===== src/rtl/lsu_axi_bridge.sv =====
// lsu_axi_bridge: turns single-cycle RAM load/store requests from the memory
// stage into AXI4-Lite master transactions, one request at a time.
// A combined store+load is serialised store first.
// Optional feature macro: LSU_AXI_ERR_EN adds a sticky err_o flag that sets on
// any non-OKAY rresp/bresp handshake.
//
// state          | meaning
// ---------------+---------------------------------------------------
// S_IDLE         | waiting for ram_wen_i / ram_ren_i
// S_WR_ADDR_DATA | AW and W channels outstanding, each drops on its own
// S_WR_RESP      | waiting for B response
// S_RD_ADDR      | AR channel outstanding
// S_RD_DATA      | waiting for R data
// S_DONE         | one-cycle done pulse, still busy
module lsu_axi_bridge #(
  parameter int ADDR_W = 64,
  parameter int DATA_W = 64
) (
  input  logic                clk,
  input  logic                rst,
  input  logic                ram_ren_i,
  input  logic                ram_wen_i,
  input  logic [ADDR_W-1:0]   ram_raddr_i,
  input  logic [ADDR_W-1:0]   ram_waddr_i,
  input  logic [DATA_W-1:0]   ram_wdata_i,
  input  logic [DATA_W-1:0]   ram_wmask_i,
  output logic [DATA_W-1:0]   ram_rdata_o,
  output logic                axi_busy_o,
  output logic                done_o,
`ifdef LSU_AXI_ERR_EN
  output logic                err_o,
`endif
  output logic [ADDR_W-1:0]   araddr,
  output logic                arvalid,
  input  logic                arready,
  input  logic [DATA_W-1:0]   rdata,
  input  logic [1:0]          rresp,
  input  logic                rvalid,
  output logic                rready,
  output logic [ADDR_W-1:0]   awaddr,
  output logic                awvalid,
  input  logic                awready,
  output logic [DATA_W-1:0]   wdata,
  output logic [DATA_W/8-1:0] wstrb,
  output logic                wvalid,
  input  logic                wready,
  input  logic [1:0]          bresp,
  input  logic                bvalid,
  output logic                bready
);

  typedef enum logic [2:0] {
    S_IDLE, S_WR_ADDR_DATA, S_WR_RESP, S_RD_ADDR, S_RD_DATA, S_DONE
  } state_t;

  state_t              r_state;
  logic [ADDR_W-1:0]   r_araddr, r_awaddr;
  logic [DATA_W-1:0]   r_wdata, r_rdata;
  logic [DATA_W/8-1:0] r_wstrb;
  logic [2:0]          r_rd_off;
  logic                r_rd_pend;
  logic                r_arvalid, r_rready, r_awvalid, r_wvalid, r_bready;
  logic                r_busy, r_done;

  logic [DATA_W/8-1:0] w_bmask;
  logic [2:0]          w_woff;
  logic [DATA_W/8-1:0] w_wstrb;
  logic [DATA_W-1:0]   w_wdata_sh;
  logic [DATA_W-1:0]   w_rdata_sh;
  logic                w_aw_ok, w_w_ok;
  logic                w_unused;

  // Byte-enable per lane from the bit mask, then lane alignment of store/load
  always_comb begin
    w_bmask = '0;
    for (int i = 0; i < DATA_W/8; i++) w_bmask[i] = ram_wmask_i[8*i];
  end

  assign w_woff     = ram_waddr_i[2:0];
  assign w_wstrb    = w_bmask << w_woff;
  assign w_wdata_sh = ram_wdata_i << {w_woff, 3'b000};
  assign w_rdata_sh = rdata >> {r_rd_off, 3'b000};
  // A write channel counts as finished once its valid is gone or is being accepted
  assign w_aw_ok    = !r_awvalid || awready;
  assign w_w_ok     = !r_wvalid  || wready;

  // Request sequencer; all AXI controls and handshake outputs are registered here
  always_ff @(posedge clk or posedge rst) begin
    if (rst) begin
      r_state   <= S_IDLE;
      r_araddr  <= '0;
      r_awaddr  <= '0;
      r_wdata   <= '0;
      r_wstrb   <= '0;
      r_rdata   <= '0;
      r_rd_off  <= '0;
      r_rd_pend <= 1'b0;
      r_arvalid <= 1'b0;
      r_rready  <= 1'b0;
      r_awvalid <= 1'b0;
      r_wvalid  <= 1'b0;
      r_bready  <= 1'b0;
      r_busy    <= 1'b0;
      r_done    <= 1'b0;
    end else begin
      r_done <= 1'b0;
      case (r_state)
        S_IDLE: begin
          if (ram_ren_i) begin
            r_araddr <= {ram_raddr_i[ADDR_W-1:3], 3'b000};
            r_rd_off <= ram_raddr_i[2:0];
          end
          if (ram_wen_i) begin
            r_awaddr  <= {ram_waddr_i[ADDR_W-1:3], 3'b000};
            r_wdata   <= w_wdata_sh;
            r_wstrb   <= w_wstrb;
            r_rd_pend <= ram_ren_i;
            r_awvalid <= 1'b1;
            r_wvalid  <= 1'b1;
            r_busy    <= 1'b1;
            r_state   <= S_WR_ADDR_DATA;
          end else if (ram_ren_i) begin
            r_arvalid <= 1'b1;
            r_busy    <= 1'b1;
            r_state   <= S_RD_ADDR;
          end
        end
        S_WR_ADDR_DATA: begin
          if (r_awvalid && awready) r_awvalid <= 1'b0;
          if (r_wvalid && wready)   r_wvalid  <= 1'b0;
          if (w_aw_ok && w_w_ok) begin
            r_bready <= 1'b1;
            r_state  <= S_WR_RESP;
          end
        end
        S_WR_RESP: begin
          if (bvalid) begin
            r_bready <= 1'b0;
            if (r_rd_pend) begin
              r_rd_pend <= 1'b0;
              r_arvalid <= 1'b1;
              r_state   <= S_RD_ADDR;
            end else begin
              r_done  <= 1'b1;
              r_state <= S_DONE;
            end
          end
        end
        S_RD_ADDR: begin
          if (arready) begin
            r_arvalid <= 1'b0;
            r_rready  <= 1'b1;
            r_state   <= S_RD_DATA;
          end
        end
        S_RD_DATA: begin
          if (rvalid) begin
            r_rready <= 1'b0;
            r_rdata  <= w_rdata_sh;
            r_done   <= 1'b1;
            r_state  <= S_DONE;
          end
        end
        S_DONE: begin
          r_busy  <= 1'b0;
          r_state <= S_IDLE;
        end
        default: begin
          r_busy  <= 1'b0;
          r_state <= S_IDLE;
        end
      endcase
    end
  end

`ifdef LSU_AXI_ERR_EN
  logic r_err;

  // Sticky error on any non-OKAY response handshake
  always_ff @(posedge clk or posedge rst) begin
    if (rst)
      r_err <= 1'b0;
    else if ((r_bready && bvalid && (bresp != 2'b00)) ||
             (r_rready && rvalid && (rresp != 2'b00)))
      r_err <= 1'b1;
  end

  assign err_o    = r_err;
  assign w_unused = ^ram_wmask_i;
`else
  assign w_unused = ^{ram_wmask_i, rresp, bresp};
`endif

  assign araddr      = r_araddr;
  assign arvalid     = r_arvalid;
  assign rready      = r_rready;
  assign awaddr      = r_awaddr;
  assign awvalid     = r_awvalid;
  assign wdata       = r_wdata;
  assign wstrb       = r_wstrb;
  assign wvalid      = r_wvalid;
  assign bready      = r_bready;
  assign ram_rdata_o = r_rdata;
  assign axi_busy_o  = r_busy;
  assign done_o      = r_done;

endmodule


===== config.mk =====
export PLATFORM = sky130hd
export DESIGN_NAME = lsu_axi_bridge
export DESIGN_NICKNAME = d
export VERILOG_FILES = /design/src/rtl/lsu_axi_bridge.sv
export SDC_FILE = /design/constraint.sdc
export NUM_CORES = 1
export LEC_CHECK = 0
export ABC_AREA = 1
export CORE_AREA = 2 2 236 238
export CTS_BUF_LIST = sky130_fd_sc_hd__clkbuf_16
export DETAILED_ROUTE_END_ITERATION = 8
export DIE_AREA = 0 0 238 240
export SLEW_MARGIN = 25
export SYNTH_ARGS = -nofsm -noshare
export SYNTH_HDL_FRONTEND = slang
export SYNTH_SLANG_ARGS = --single-unit

===== constraint.sdc =====
create_clock -name clk -period 10.65 [get_ports clk]
set_clock_uncertainty 0.15 [all_clocks]
set_input_delay 2.13 -clock clk [delete_from_list [all_inputs] [get_ports clk]]
set_output_delay 2.13 -clock clk [all_outputs]
set_load 0.1 [all_outputs]

## Yosys cells after proc, flatten, opt, wreduce, memory -nomap -nowiden

Index checks and enable logic that the tools add are counted.
W data, S select, Z words.

- Register bits after elaboration: 272
- Logic and storage cells: 92
- Input bits: 333

- Shift-type cells: 3
- Reductions and logical operators: 25
- Mux-type cells: 33
- Bitwise operators: 1
- Eq/ne operators: 15

Operators by type and width:

| cell | count |
|---|---|
| $shl A64 B6 Y64 | 1 |
| $shr A64 B6 Y64 | 1 |
| $mux W3 | 7 |
| $ne A2 B2 Y1 const B | 10 |
| $mux W1 | 17 |
| $pmux W3 S5 | 1 |
| $reduce_and A3 Y1 | 5 |
| $pmux W1 S2 | 7 |
| $reduce_and A2 Y1 | 4 |
| $reduce_bool A2 Y1 | 4 |
| $shl A8 B3 Y8 | 1 |
| $eq A3 B2 Y1 const B | 2 |
| $reduce_and A6 Y1 | 1 |
| $reduce_and A5 Y1 | 1 |
| $reduce_or A4 Y1 | 1 |
| $eq A3 B1 Y1 const B | 1 |
| $eq A3 B3 Y1 const B | 1 |
| $logic_and A1 B1 Y1 | 3 |
| $logic_not A3 Y1 | 1 |
| $ne A3 B3 Y1 const B | 1 |
| $pmux W1 S3 | 1 |
| $reduce_bool A3 Y1 | 1 |
| $logic_not A1 Y1 | 2 |
| $logic_or A1 B1 Y1 | 2 |
| $not A1 Y1 | 1 |

## Logic depth before layout (Yosys ltp)

Gate-level depths: netlist of run 1.

- Word-level depth: 5
- Gate-level depth with buffers: 10

## Worst setup path after synthesis of run 1

Ideal clock, no wire load.

- Path kind: input to register
- Start point: input port ram_waddr_i[0]
- End point: register r_wdata[54], in the netlist wdata[54]
- Arrival: 3.062 ns
- Stages on the path: 8
- Path slack: 7.309 ns
- Data required time: 10.371 ns
- Library setup time: 0.129 ns
- Path through: buf_2 inv_1 buf_2 buf_2 o21ai_0 nor2_1 o21ai_0 nand3_1

- Longest elaborated chain between the ends: 1

RTL lines:

| item | RTL line | text |
|---|---|---|
| from (decl) | 24 | `input logic [ADDR_W-1:0] ram_waddr_i,` |
| $shl A64 B6 Y64 | 81 | `assign w_wdata_sh = ram_wdata_i << {w_woff, 3'b000};` |
| to (signal assigned) | 115 | `r_wdata <= w_wdata_sh;` |
| to (decl) | 58 | `logic [DATA_W-1:0] r_wdata, r_rdata;` |

Every way passes these cells.
A chain may end at the register's enable or synchronous reset.

## Worst setup path after layout of run 1

- Start point: input port ram_ren_i
- End point: register r_araddr[4], in the netlist araddr[4]

- Longest elaborated chain between the ends: 1

RTL lines:

| item | RTL line | text |
|---|---|---|
| from (decl) | 21 | `input logic ram_ren_i,` |
| $reduce_and A2 Y1 (no source line) | - |  |
| to (signal assigned) | 110 | `r_araddr <= {ram_raddr_i[ADDR_W-1:3], 3'b000};` |
| to (decl) | 57 | `logic [ADDR_W-1:0] r_araddr, r_awaddr;` |

Every way passes these cells.

==> flow_summary.html, run 1 <==
<table>
<tr><th>Metric</th><th>Value</th></tr>
<tr><th colspan="2">Clock tree</th></tr>
<tr><td>Setup Fix Bufs, Post-CTS</td><td>0</td></tr>
<tr><td>Buffers from clock root to sink, at most</td><td>3</td></tr>
<tr><td>Clock insertion delay at the later pin of the skew report</td><td>0.53 ns</td></tr>
<tr><td>Clk Tree Root Cell</td><td>sky130_fd_sc_hd__clkbuf_16</td></tr>
<tr><td>CTS Buf Count</td><td>36</td></tr>
<tr><td>Count of clock tree sinks</td><td>around 270</td></tr>
<tr><td>Count of H-tree levels built during CTS</td><td>2</td></tr>
<tr><td>TritonCTS clock tree</td><td>built</td></tr>
<tr><td>Clock transition at the register clock pins on the worst setup and hold paths after CTS</td><td>0.06 ns</td></tr>
<tr><td>Hold Buf Count CTS</td><td>0</td></tr>
<tr><td>Post-cts sizing count</td><td>0</td></tr>
<tr><th colspan="2">Worst setup path</th></tr>
<tr><td>Cell Chain, Critical Path</td><td>clkdlybuf4s50_1 -&gt; inv_1 -&gt; nor2_4 -&gt; buf_4 -&gt; clkinv_2 -&gt; nand2_1 -&gt; nand2_1</td></tr>
<tr><td>Crit Path Category</td><td>input port to register</td></tr>
<tr><td>Worst path max stage delay</td><td>0.88 ns</td></tr>
<tr><td>Critical path buffers and inverters</td><td>4</td></tr>
<tr><td>Arrival time reported for the critical path endpoint</td><td>4.70 ns</td></tr>
<tr><td>Logic depth of the worst register-to-register path</td><td>7</td></tr>
<tr><td>Family with the most delay on the worst path</td><td>buffers and inverters</td></tr>
<tr><td>Critical Path Sink Type</td><td>register</td></tr>
<tr><td>Highest fanout seen on the critical path</td><td>68</td></tr>
<tr><td>Startpoint kind of the worst setup timing path</td><td>input port</td></tr>
<tr><td>Most prevalent standard cell on the critical path</td><td>sky130_fd_sc_hd__nand2_1</td></tr>
<tr><td>WP data required</td><td>10.91 ns</td></tr>
<tr><td>Total stage count of the critical path</td><td>7</td></tr>
<tr><td>Cell with the largest stage delay on the worst path</td><td>sky130_fd_sc_hd__clkinv_2</td></tr>
<tr><th colspan="2">Drt</th></tr>
<tr><td>DRC violation total after the first TritonRoute iteration</td><td>between 900 and 1000</td></tr>
<tr><td>Total via count in the routed design</td><td>13950</td></tr>
<tr><td>Total Wirelength</td><td>52.04 mm</td></tr>
<tr><td>Average routed wire per standard cell</td><td>16.76 um</td></tr>
<tr><td>Via/cell ratio</td><td>4.494</td></tr>
<tr><td>Detail Route Antenna Nets</td><td>0</td></tr>
<tr><td>Drt drc</td><td>0</td></tr>
<tr><td>Number of iterations in the first detailed-routing pass</td><td>7</td></tr>
<tr><th colspan="2">Floorplan</th></tr>
<tr><td>Chip width</td><td>238 um</td></tr>
<tr><td>Vertical die dimension</td><td>~240 um</td></tr>
<tr><td>IO Pins</td><td>604</td></tr>
<tr><td>Core area</td><td>54660 um2</td></tr>
<tr><td>Initial core utilization</td><td>about a quarter</td></tr>
<tr><td>Area of the die</td><td>57120 um2</td></tr>
<tr><td>Row count</td><td>86</td></tr>
<tr><th colspan="2">GRT</th></tr>
<tr><td>Pin count of the biggest net entering global routing</td><td>77</td></tr>
<tr><td>Global-route usage over all layers</td><td>17.46%</td></tr>
<tr><td>Total gr overflow</td><td>0</td></tr>
<tr><td>Via count of the first global-routing pass</td><td>13237</td></tr>
<tr><td>Global-route wire length before repair</td><td>77.94 mm</td></tr>
<tr><td>Initial antenna violation count</td><td>5</td></tr>
<tr><th colspan="2">Layout</th></tr>
<tr><td>Post-synthesis to final-layout area growth</td><td>50.33%</td></tr>
<tr><td>Net count of the finished layout</td><td>2701</td></tr>
<tr><td>Ratio of cells with drive above 1 in the final layout</td><td>slightly below 4%</td></tr>
<tr><td>Util after Layout</td><td>37.41%</td></tr>
<tr><th colspan="2">Timing</th></tr>
<tr><td>Highest Clock Rate</td><td>225.3 MHz</td></tr>
<tr><td>Relative slew margins</td><td>25.94%</td></tr>
<tr><td>Final setup fails</td><td>0</td></tr>
<tr><td>Unrepaired setup endpoints after global routing</td><td>no</td></tr>
<tr><td>Minimum clock period</td><td>about 4.4 ns</td></tr>
<tr><td>Final hold violations</td><td>0</td></tr>
<tr><td>Slew at the pin closest to its max-slew limit</td><td>1.107 ns</td></tr>
<tr><td>Total negative setup slack</td><td>0 ns</td></tr>
<tr><td>Final cycle utilization of the critical path</td><td>between 40% and 50%</td></tr>
<tr><td>Max-slew violation total from the final report</td><td>0</td></tr>
<tr><th colspan="2">Synthesis</th></tr>
<tr><td>Yosys warning count</td><td>0</td></tr>
<tr><td>Share of cell area taken by muxes after synthesis</td><td>less than 1%</td></tr>
<tr><td>Synthesized-area fraction occupied by ao, oa, aoi and oai cells</td><td>7.451%</td></tr>
<tr><td>Area of the mapped netlist</td><td>13600 um2</td></tr>
<tr><td>XOR/XNOR share of the synthesized area</td><td>0%</td></tr>
<tr><td>Synthesized flop and latch total</td><td>~270</td></tr>
<tr><td>Adder-Cell Fraction of Synth Area</td><td>0%</td></tr>
<tr><td>Share of the yosys chip area belonging to registers</td><td>50.04%</td></tr>
<tr><td>Post-synthesis simple-gate area fraction</td><td>35.36%</td></tr>
<tr><td>Distinct cell type count after synthesis</td><td>28</td></tr>
<tr><td>Combinational family with the most area after synthesis</td><td>simple AND/OR/NAND/NOR gates</td></tr>
<tr><td>Average footprint of a synthesized cell</td><td>~7.2 um2</td></tr>
<tr><td>Synthesized instance count</td><td>1895</td></tr>
<tr><th colspan="2">Place</th></tr>
<tr><td>Total half-perimeter wirelength after legalization and detailed placement</td><td>roughly 37 mm</td></tr>
<tr><td>Total of buffers placed on input and output ports</td><td>537</td></tr>
<tr><td>RD Place Congestion</td><td>roughly 0.90</td></tr>
<tr><th colspan="2">Worst hold path</th></tr>
<tr><td>Worst Hold Depth</td><td>2</td></tr>
<tr><td>Path class of the lowest-slack min-delay path</td><td>register to register</td></tr>
<tr><th colspan="2">Flow run</th></tr>
<tr><td>Max-cap violations</td><td>0</td></tr>
<tr><th colspan="2">Status</th></tr>
<tr><td>Result of the run</td><td>complete, no violations</td></tr>
</table>
-- final cells by class --
cell class | count | area [um2]
fillers | 5745 | 34220
repair buffers | 551 | 5459
flip-flops and latches | 272 | 6808
diodes | 6 | 15.01
well taps | 704 | 880.8
clock inverters | 27 | 148.9
inverters | 84 | 324.1
clock buffers | 37 | 925.9
multi-input cells | 1423 | 5886
-- logic make-up after synthesis --
family / after synthesis
AND/OR/NAND/NOR: 1216
flip-flops: 272
buffers and inverters: 205
AO/OA/AOI/OAI: 198
multiplexers: 3
other: 1
-- state kept, by name, summed over array words and instances (netlist names), 3 cells and up --
name / flops
ram_rdata_o: 64
wdata: 64
araddr: 61
awaddr: 61
wstrb: 8
r_rd_off: 3
r_state: 3
-- cells in the mapped netlist, drive strengths merged --
| library cell | instances | area (um2) |
|---|---|---|
| mux2i | 3 | 30.03 |
| nand3b | 1 | 7.510 |
| a21oi | 11 | 55.05 |
| nor2 | 43 | 224.0 |
| nor3 | 1 | 5.000 |
| o21ai | 177 | 885.8 |
| dfrtp | 272 | 6807 |
| nand2 | 1049 | 3955 |
| or2 | 5 | 31.28 |
| clkbuf | 47 | 176.4 |
| inv | 84 | 315.3 |
| buf | 74 | 446.7 |
| o21bai | 1 | 7.510 |
| conb | 1 | 3.750 |
| o211ai | 7 | 52.55 |
| nand3 | 116 | 580.6 |
| nand4 | 1 | 6.260 |
| o22ai | 2 | 12.51 |
-- stage by stage --
stage	cell area (um2)	hold slack, ns	std cells	setup WS (ns)
after global routing	20440	0.3356	3102	5.899
final	20450	0.3157	3104	6.212
after CTS	20430	0.3217	3098	6.175
after detailed placement	19350	0.3082	3034	5.723
after global placement	19370	0.3041	3034	5.699
after floorplan	13620	0.3030	1900	0.8746
-- path summary, 6_finish.rpt --
path                                   to  slack (ns)        from
setup / recovery                araddr[4]        6.21   ram_ren_i
hold / removal                 araddr[46]        0.32  araddr[46]
setup reg to reg                wdata[54]        7.64  r_state[0]
hold reg to reg                araddr[46]        0.32  araddr[46]
max in group asynchronous      awaddr[11]        7.11         rst
min in group asynchronous  ram_rdata_o[1]        1.93         rst
-- worst reg2reg max path, stage by stage, from the launching register on --
cell and delay, ns:
sky130_fd_sc_hd__dfrtp_1 0.48, sky130_fd_sc_hd__nor2_4 0.18, sky130_fd_sc_hd__nand2_4 0.11, sky130_fd_sc_hd__inv_2 0.10, sky130_fd_sc_hd__nand2_4 0.37, sky130_fd_sc_hd__nor2_8 0.97, sky130_fd_sc_hd__o21ai_0 0.42, sky130_fd_sc_hd__nand3_1 0.15
-- per-layer routing --
metal / part of all wire [%] / vias up / global-route usage (%)
met1: 43 / 6509 / 22.79
li1: - / 6821 / -
met2: 47 / 536 / 28.41
met4: 3.1 / 2 / 6.345
met3: 6.9 / 82 / 3.846
met5: 0.025 / - / 0
-- placed cells by master, fill, tap and decap left out, types with 2 or more instances in the layout --
master and count:
sky130_fd_sc_hd__a21oi_1 11, sky130_fd_sc_hd__buf_2 5, sky130_fd_sc_hd__buf_4 13, sky130_fd_sc_hd__clkbuf_16 37, sky130_fd_sc_hd__clkdlybuf4s50_1 532, sky130_fd_sc_hd__clkinv_1 9, sky130_fd_sc_hd__clkinv_2 11, sky130_fd_sc_hd__conb_1 6
sky130_fd_sc_hd__dfrtp_1 271, sky130_fd_sc_hd__diode_2 6, sky130_fd_sc_hd__inv_1 80, sky130_fd_sc_hd__inv_2 7, sky130_fd_sc_hd__mux2i_1 3, sky130_fd_sc_hd__nand2_1 1046, sky130_fd_sc_hd__nand2_4 2, sky130_fd_sc_hd__nand3_1 116
sky130_fd_sc_hd__nor2_1 35, sky130_fd_sc_hd__nor2_4 5, sky130_fd_sc_hd__nor2_8 2, sky130_fd_sc_hd__o211ai_1 7, sky130_fd_sc_hd__o21ai_0 168, sky130_fd_sc_hd__o21ai_1 9, sky130_fd_sc_hd__o22ai_1 2, sky130_fd_sc_hd__or2_2 5
Power of run 1 is not shown: default switching activity piles up to over one toggle a cycle in this logic, so the estimate is an artifact.
==> run 2: changes to the inputs <==
Clock period 10.65 ns to 4.4 ns, I/O delays scaled along.
==> run 2 against run 1 <==
  * Clock-buffer cell count rose by 2
  * Global-route usage rose by 0.12 points
  * Wire length rose by 0.15%
  * Die area did not move
  * Via count rose by 0.37%
  * Register-to-register slack got worse by 6.0 ns
  * Setup slack got worse by 5.0 ns
  * Largest cell class unchanged
  * Highest routed layer unchanged
==> flow_summary.html, run 2 (synthesis results as in run 1) <==
<table>
<tr><th>Metric</th><th>Value</th></tr>
<tr><th colspan="2">Status</th></tr>
<tr><td>Result of the run</td><td>complete, no violations</td></tr>
<tr><th colspan="2">Clock tree</th></tr>
<tr><td>Clock transition at the register clock pins on the worst setup and hold paths after CTS</td><td>0.06 ns</td></tr>
<tr><td>Buffers from clock root to sink, at most</td><td>3</td></tr>
<tr><td>Setup Fix Bufs, Post-CTS</td><td>0</td></tr>
<tr><td>Hold Buf Count CTS</td><td>0</td></tr>
<tr><td>TritonCTS clock tree</td><td>built</td></tr>
<tr><td>CTS Buf Count</td><td>37</td></tr>
<tr><td>Count of H-tree levels built during CTS</td><td>2</td></tr>
<tr><td>Clock insertion delay at the later pin of the skew report</td><td>~0.54 ns</td></tr>
<tr><td>Clk Tree Root Cell</td><td>sky130_fd_sc_hd__clkbuf_16</td></tr>
<tr><td>Count of clock tree sinks</td><td>272</td></tr>
<tr><td>Post-cts sizing count</td><td>0</td></tr>
<tr><th colspan="2">Place</th></tr>
<tr><td>Total of buffers placed on input and output ports</td><td>537</td></tr>
<tr><td>RD Place Congestion</td><td>0.9187</td></tr>
<tr><td>Standard cell area after detailed placement</td><td>~19000 um2</td></tr>
<tr><td>Total half-perimeter wirelength after legalization and detailed placement</td><td>38.27 mm</td></tr>
<tr><th colspan="2">Worst setup path</th></tr>
<tr><td>Critical path buffers and inverters</td><td>1</td></tr>
<tr><td>Logic depth of the worst register-to-register path</td><td>6</td></tr>
<tr><td>Family with the most delay on the worst path</td><td>buffers and inverters</td></tr>
<tr><td>Startpoint of the worst register-to-register path</td><td>r_state[0]</td></tr>
<tr><td>Cell with the largest stage delay on the worst path</td><td>sky130_fd_sc_hd__clkdlybuf4s50_1</td></tr>
<tr><td>Critical Path Sink Type</td><td>primary output</td></tr>
<tr><td>Slack of the worst reg-to-reg path</td><td>about 1.7 ns</td></tr>
<tr><td>Cell Chain, Critical Path</td><td>clkdlybuf4s50_1</td></tr>
<tr><td>Total stage count of the critical path</td><td>1</td></tr>
<tr><td>Arrival time reported for the critical path endpoint</td><td>2.17 ns</td></tr>
<tr><td>Startpoint kind of the worst setup timing path</td><td>register</td></tr>
<tr><td>WP data required</td><td>3.37 ns</td></tr>
<tr><td>Crit Path Category</td><td>register to primary output</td></tr>
<tr><td>Destination of the critical timing path</td><td>wdata[42]</td></tr>
<tr><td>Worst path max stage delay</td><td>~1.2 ns</td></tr>
<tr><td>Source of the critical timing path</td><td>wdata[42]</td></tr>
<tr><td>Worst flop-to-flop path endpoint</td><td>araddr[8]</td></tr>
<tr><td>Highest fanout seen on the critical path</td><td>2</td></tr>
<tr><th colspan="2">Layout</th></tr>
<tr><td>Ratio of cells with drive above 1 in the final layout</td><td>4.250%</td></tr>
<tr><td>Count of filler cells inserted in the layout</td><td>about 5700</td></tr>
<tr><td>Most frequent cells in the layout</td><td>sky130_fd_sc_hd__nand2_1 (1046), sky130_fd_sc_hd__clkdlybuf4s50_1 (531), sky130_fd_sc_hd__dfrtp_1 (272)</td></tr>
<tr><td>Most common cell after layout, fill and taps aside</td><td>sky130_fd_sc_hd__nand2_1</td></tr>
<tr><td>Post-synthesis to final-layout area growth</td><td>51.38%</td></tr>
<tr><td>Total non-filler cell area in the finished layout</td><td>20590 um2</td></tr>
<tr><td>Net count of the finished layout</td><td>2706</td></tr>
<tr><th colspan="2">Drt</th></tr>
<tr><td>Detail Route Antenna Nets</td><td>0</td></tr>
<tr><td>Average routed wire per standard cell</td><td>16.76 um</td></tr>
<tr><td>DRC violation total after the first TritonRoute iteration</td><td>925</td></tr>
<tr><td>Total via count in the routed design</td><td>14002</td></tr>
<tr><td>Number of iterations in the first detailed-routing pass</td><td>5</td></tr>
<tr><td>Total Wirelength</td><td>between 50 and 60 mm</td></tr>
<tr><td>Via/cell ratio</td><td>4.502</td></tr>
<tr><td>Drt drc</td><td>0</td></tr>
<tr><th colspan="2">Timing</th></tr>
<tr><td>Final hold violations</td><td>0</td></tr>
<tr><td>Unrepaired setup endpoints after global routing</td><td>no</td></tr>
<tr><td>Max-slew violation total from the final report</td><td>0</td></tr>
<tr><td>Slew at the pin closest to its max-slew limit</td><td>1.115 ns</td></tr>
<tr><td>Minimum clock period</td><td>3.197 ns</td></tr>
<tr><td>Final cycle utilization of the critical path</td><td>72.65%</td></tr>
<tr><td>Highest Clock Rate</td><td>312.8 MHz</td></tr>
<tr><td>Final setup fails</td><td>0</td></tr>
<tr><td>Total negative setup slack</td><td>0 ns</td></tr>
<tr><td>Relative slew margins</td><td>25.45%</td></tr>
<tr><th colspan="2">Floorplan</th></tr>
<tr><td>Area of the die</td><td>between 50000 and 60000 um2</td></tr>
<tr><td>Core area</td><td>54660 um2</td></tr>
<tr><td>IO Pins</td><td>604</td></tr>
<tr><td>Initial core utilization</td><td>24.88%</td></tr>
<tr><td>Row count</td><td>86</td></tr>
<tr><td>Vertical die dimension</td><td>about 240 um</td></tr>
<tr><td>Chip width</td><td>~240 um</td></tr>
<tr><th colspan="2">GRT</th></tr>
<tr><td>Pin count of the biggest net entering global routing</td><td>152</td></tr>
<tr><td>Global-route usage over all layers</td><td>17.57%</td></tr>
<tr><td>Via count of the first global-routing pass</td><td>13487</td></tr>
<tr><td>Initial antenna violation count</td><td>10</td></tr>
<tr><td>Total gr overflow</td><td>0</td></tr>
<tr><td>Global-route wire length before repair</td><td>78.76 mm</td></tr>
<tr><th colspan="2">Worst hold path</th></tr>
<tr><td>Path class of the lowest-slack min-delay path</td><td>register to register</td></tr>
<tr><th colspan="2">Flow run</th></tr>
<tr><td>Max-cap violations</td><td>0</td></tr>
</table>
## run 2: per-stage QoR
step	hold WS [ns]	setup WS (ns)	std cells	utilization, %
after floorplan	0.3030	-0.2254	1900	-
after global routing	0.3368	1.166	3110	37.67
final	0.3162	1.203	3110	37.67
after detailed placement	0.3079	1.164	3038	35.51
after global placement	0.3036	1.199	3038	35.55
after CTS	0.3214	1.178	3104	37.64
## run 2: final cells by class
cell class | count | area (um2) | area share (%)
Sequential cell | 272 | 6807 | 33.06
Multi-Input combinational cell | 1423 | 5886 | 28.58
Timing Repair Buffer | 555 | 5518 | 26.80
Clock buffer | 39 | 975.9 | 4.740
Tap cell | 704 | 880.8 | 4.278
Inverter | 84 | 320.3 | 1.556
Clock inverter | 27 | 188.9 | 0.9175
Antenna cell | 6 | 15.01 | 0.07292
## run 2: worst min path at each step
stage / from / to / cells past startpoint
3_3_place_gp: awaddr[36] / awaddr[36] / 2
4_1_cts: araddr[44] / araddr[44] / 2
5_1_grt: araddr[41] / araddr[41] / 2
2_1_floorplan: r_rd_pend / r_rd_pend / 2
3_5_place_dp: awaddr[45] / awaddr[45] / 2
6_report: araddr[14] / araddr[14] / 2
## run 2: metal layers
layer  part of all wire [%]  vias up  wire length [um]  global-route usage, %
met4                    3.1        8              1635                  6.610
met1                     42     6535             21910                  22.56
li1                       -     6841                 -                      -
met2                     47      520             24590                  28.40
met3                    7.5       98              3921                  4.592
met5                   0.11        -                58                      0
## run 2: worst register-to-register path, delay by kind of cell, from the launching register on
family,cells,cell delay (ns)
simple gates,5,1.10
buf+inv,1,0.87
flops,1,0.48
Power of run 2 is left out for the same reason.
==> run 3: changes to the inputs <==
Clock period 4.4 ns to 3.1 ns, I/O delays scaled along.
==> run 3 against run 2 <==
  * Global-route usage shrank 0.27 points
  * Critical path type is now register to register
  * Largest cell class unchanged
  * Cell count is 0.39% higher
  * Utilization fell by 0.97 points
  * Flip-flop and latch count did not move
==> flow_summary.html, run 3 (synthesis results as in run 1) <==
<table>
<tr><th>Metric</th><th>Value</th></tr>
<tr><th colspan="2">Status</th></tr>
<tr><td>Result of the run</td><td>complete, no violations</td></tr>
<tr><th colspan="2">Place</th></tr>
<tr><td>Total half-perimeter wirelength after legalization and detailed placement</td><td>around 39 mm</td></tr>
<tr><td>Setup slack at placement</td><td>0.4803 ns</td></tr>
<tr><td>Total of buffers placed on input and output ports</td><td>537</td></tr>
<tr><td>Standard cell area after detailed placement</td><td>18970 um2</td></tr>
<tr><td>Placed insts</td><td>3052</td></tr>
<tr><td>RD Place Congestion</td><td>0.9392</td></tr>
<tr><th colspan="2">Layout</th></tr>
<tr><td>Most common cell after layout, fill and taps aside</td><td>sky130_fd_sc_hd__nand2_1</td></tr>
<tr><td>Most frequent cells in the layout</td><td>sky130_fd_sc_hd__nand2_1 (1046), sky130_fd_sc_hd__buf_4 (286), sky130_fd_sc_hd__dfrtp_1 (272)</td></tr>
<tr><td>Net count of the finished layout</td><td>2719</td></tr>
<tr><td>Final cell count without fillers</td><td>3122</td></tr>
<tr><td>Ratio of cells with drive above 1 in the final layout</td><td>~15%</td></tr>
<tr><td>Count of filler cells inserted in the layout</td><td>~5800</td></tr>
<tr><td>Multi-input logic area</td><td>roughly 5900 um2</td></tr>
<tr><td>Post-synthesis to final-layout area growth</td><td>47.48%</td></tr>
<tr><td>FF/Latch Area</td><td>6807 um2</td></tr>
<tr><td>Total non-filler cell area in the finished layout</td><td>20060 um2</td></tr>
<tr><th colspan="2">Floorplan</th></tr>
<tr><td>Vertical die dimension</td><td>about 240 um</td></tr>
<tr><td>Chip width</td><td>238 um</td></tr>
<tr><td>Area of the die</td><td>57120 um2</td></tr>
<tr><td>Initial core utilization</td><td>24.88%</td></tr>
<tr><td>Row count</td><td>86</td></tr>
<tr><td>IO Pins</td><td>between 600 and 700</td></tr>
<tr><td>Core area</td><td>54660 um2</td></tr>
<tr><th colspan="2">Clock tree</th></tr>
<tr><td>Post-cts sizing count</td><td>0</td></tr>
<tr><td>Count of clock tree sinks</td><td>272</td></tr>
<tr><td>CTS Buf Count</td><td>36</td></tr>
<tr><td>Count of H-tree levels built during CTS</td><td>2</td></tr>
<tr><td>Setup Fix Bufs, Post-CTS</td><td>0</td></tr>
<tr><td>Clock insertion delay at the later pin of the skew report</td><td>between 0.5 and 0.6 ns</td></tr>
<tr><td>Clock transition at the register clock pins on the worst setup and hold paths after CTS</td><td>around 0.050 ns</td></tr>
<tr><td>Hold Buf Count CTS</td><td>0</td></tr>
<tr><td>TritonCTS clock tree</td><td>built</td></tr>
<tr><td>Clk Tree Root Cell</td><td>sky130_fd_sc_hd__clkbuf_16</td></tr>
<tr><td>Buffers from clock root to sink, at most</td><td>3</td></tr>
<tr><th colspan="2">Timing</th></tr>
<tr><td>Relative slew margins</td><td>40.03%</td></tr>
<tr><td>Total negative setup slack</td><td>0 ns</td></tr>
<tr><td>Minimum clock period</td><td>2.285 ns</td></tr>
<tr><td>Worst setup slack after layout</td><td>0.8147 ns</td></tr>
<tr><td>Max-slew violation total from the final report</td><td>0</td></tr>
<tr><td>Final cycle utilization of the critical path</td><td>73.72%</td></tr>
<tr><td>Slew at the pin closest to its max-slew limit</td><td>around 0.9 ns</td></tr>
<tr><td>Final setup fails</td><td>0</td></tr>
<tr><td>Highest Clock Rate</td><td>437.6 MHz</td></tr>
<tr><td>Unrepaired setup endpoints after global routing</td><td>no</td></tr>
<tr><td>Final hold violations</td><td>0</td></tr>
<tr><th colspan="2">GRT</th></tr>
<tr><td>Global-route wire length before repair</td><td>approximately 78 mm</td></tr>
<tr><td>Global routing met2 resource utilization</td><td>27.84%</td></tr>
<tr><td>Met1 Use GR</td><td>around 22%</td></tr>
<tr><td>Most used routing layer in global routing</td><td>met2</td></tr>
<tr><td>GR Layer Usage met3</td><td>4.248%</td></tr>
<tr><td>Total gr overflow</td><td>0</td></tr>
<tr><td>Via count of the first global-routing pass</td><td>roughly 13000</td></tr>
<tr><td>Initial antenna violation count</td><td>7</td></tr>
<tr><td>Pin count of the biggest net entering global routing</td><td>90</td></tr>
<tr><td>Global-route usage over all layers</td><td>approximately 17%</td></tr>
<tr><th colspan="2">Worst setup path</th></tr>
<tr><td>WP data required</td><td>3.36 ns</td></tr>
<tr><td>Cell with the largest stage delay on the worst path</td><td>sky130_fd_sc_hd__clkinv_2</td></tr>
<tr><td>Cell Chain, Critical Path</td><td>nor2_4 -&gt; nand2_4 -&gt; nor2_4 -&gt; clkinv_2 -&gt; nand2_1 -&gt; nand2_1</td></tr>
<tr><td>Arrival time reported for the critical path endpoint</td><td>roughly 2.6 ns</td></tr>
<tr><td>Critical Path Sink Type</td><td>register</td></tr>
<tr><td>Worst path max stage delay</td><td>roughly 0.68 ns</td></tr>
<tr><td>Highest fanout seen on the critical path</td><td>61</td></tr>
<tr><td>Startpoint kind of the worst setup timing path</td><td>register</td></tr>
<tr><td>Crit Path Category</td><td>register to register</td></tr>
<tr><th colspan="2">Flow run</th></tr>
<tr><td>Max-cap violations</td><td>0</td></tr>
<tr><th colspan="2">Drt</th></tr>
<tr><td>Number of iterations in the first detailed-routing pass</td><td>7</td></tr>
<tr><td>Total Wirelength</td><td>between 50 and 60 mm</td></tr>
<tr><td>Drt drc</td><td>0</td></tr>
<tr><td>Via/cell ratio</td><td>4.492</td></tr>
<tr><td>Total via count in the routed design</td><td>14023</td></tr>
<tr><td>DRC violation total after the first TritonRoute iteration</td><td>between 900 and 1000</td></tr>
<tr><td>Average routed wire per standard cell</td><td>16.45 um</td></tr>
<tr><td>Detail Route Antenna Nets</td><td>0</td></tr>
<tr><th colspan="2">Worst hold path</th></tr>
<tr><td>Path class of the lowest-slack min-delay path</td><td>input port to asynchronous set/reset pin</td></tr>
</table>
run 3: cell types whose count changed in the layout (fill, tap and decap cells not counted), sizes merged:
cell / before / now
inv: 94 / 93
clkbuf: 39 / 37
buf: 24 / 299
diode: 6 / 5
clkdlybuf4s50: 531 / 270
bufinv: 2 / 0
clkinv: 12 / 15
clkinvlp: 3 / 4
run 3: path summary, 6_finish.rpt:
| kind | slack, ns | cells after the start | endpoint | start |
|---|---|---|---|---|
| setup / recovery | 0.81 | 6 | araddr[5] | r_state[0] |
| setup reg to reg | 0.81 | 6 | araddr[5] | r_state[0] |
| hold / removal | 0.23 | 2 | ram_rdata_o[62] | rst |
| hold reg to reg | 0.32 | 2 | awaddr[54] | awaddr[54] |
| max in group asynchronous | 1.70 | 4 | wdata[29] | rst |
| min in group clk | 0.32 | 2 | awaddr[54] | awaddr[54] |
run 3: metrics by stage:
step / util [%] / hold WS (ns)
after floorplan: - / 0.3030
after global placement: 34.71 / 0.3051
after detailed placement: 34.71 / 0.3092
after CTS: 36.67 / 0.1964
after global routing: 36.70 / 0.2188
final: 36.70 / 0.2258
run 3: layer usage:
metal	share of wire, %	up-vias
met1	43	6526
met4	3.3	4
met3	7.1	81
met2	47	533
li1	-	6879
met5	0.058	-
run 3: worst max-delay path, delay by kind of cell, from the launching register on:
family / cells / cell delay [ns]
buffers and inverters: 1 / 0.68
DFF: 1 / 0.48
and+or+nand+nor: 5 / 0.78
run 3: layout make-up:
type                    instances  share of cell area (%)
diodes                          5                 0.06237
flip-flops and latches        272                   33.93
inverters                      84                   1.597
clock inverters                28                  0.7422
clock buffers                  37                   4.615
multi-input cells            1423                   29.34
well taps                     704                   4.391
repair buffers                569                   25.32
Power of run 3 is left out for the same reason.
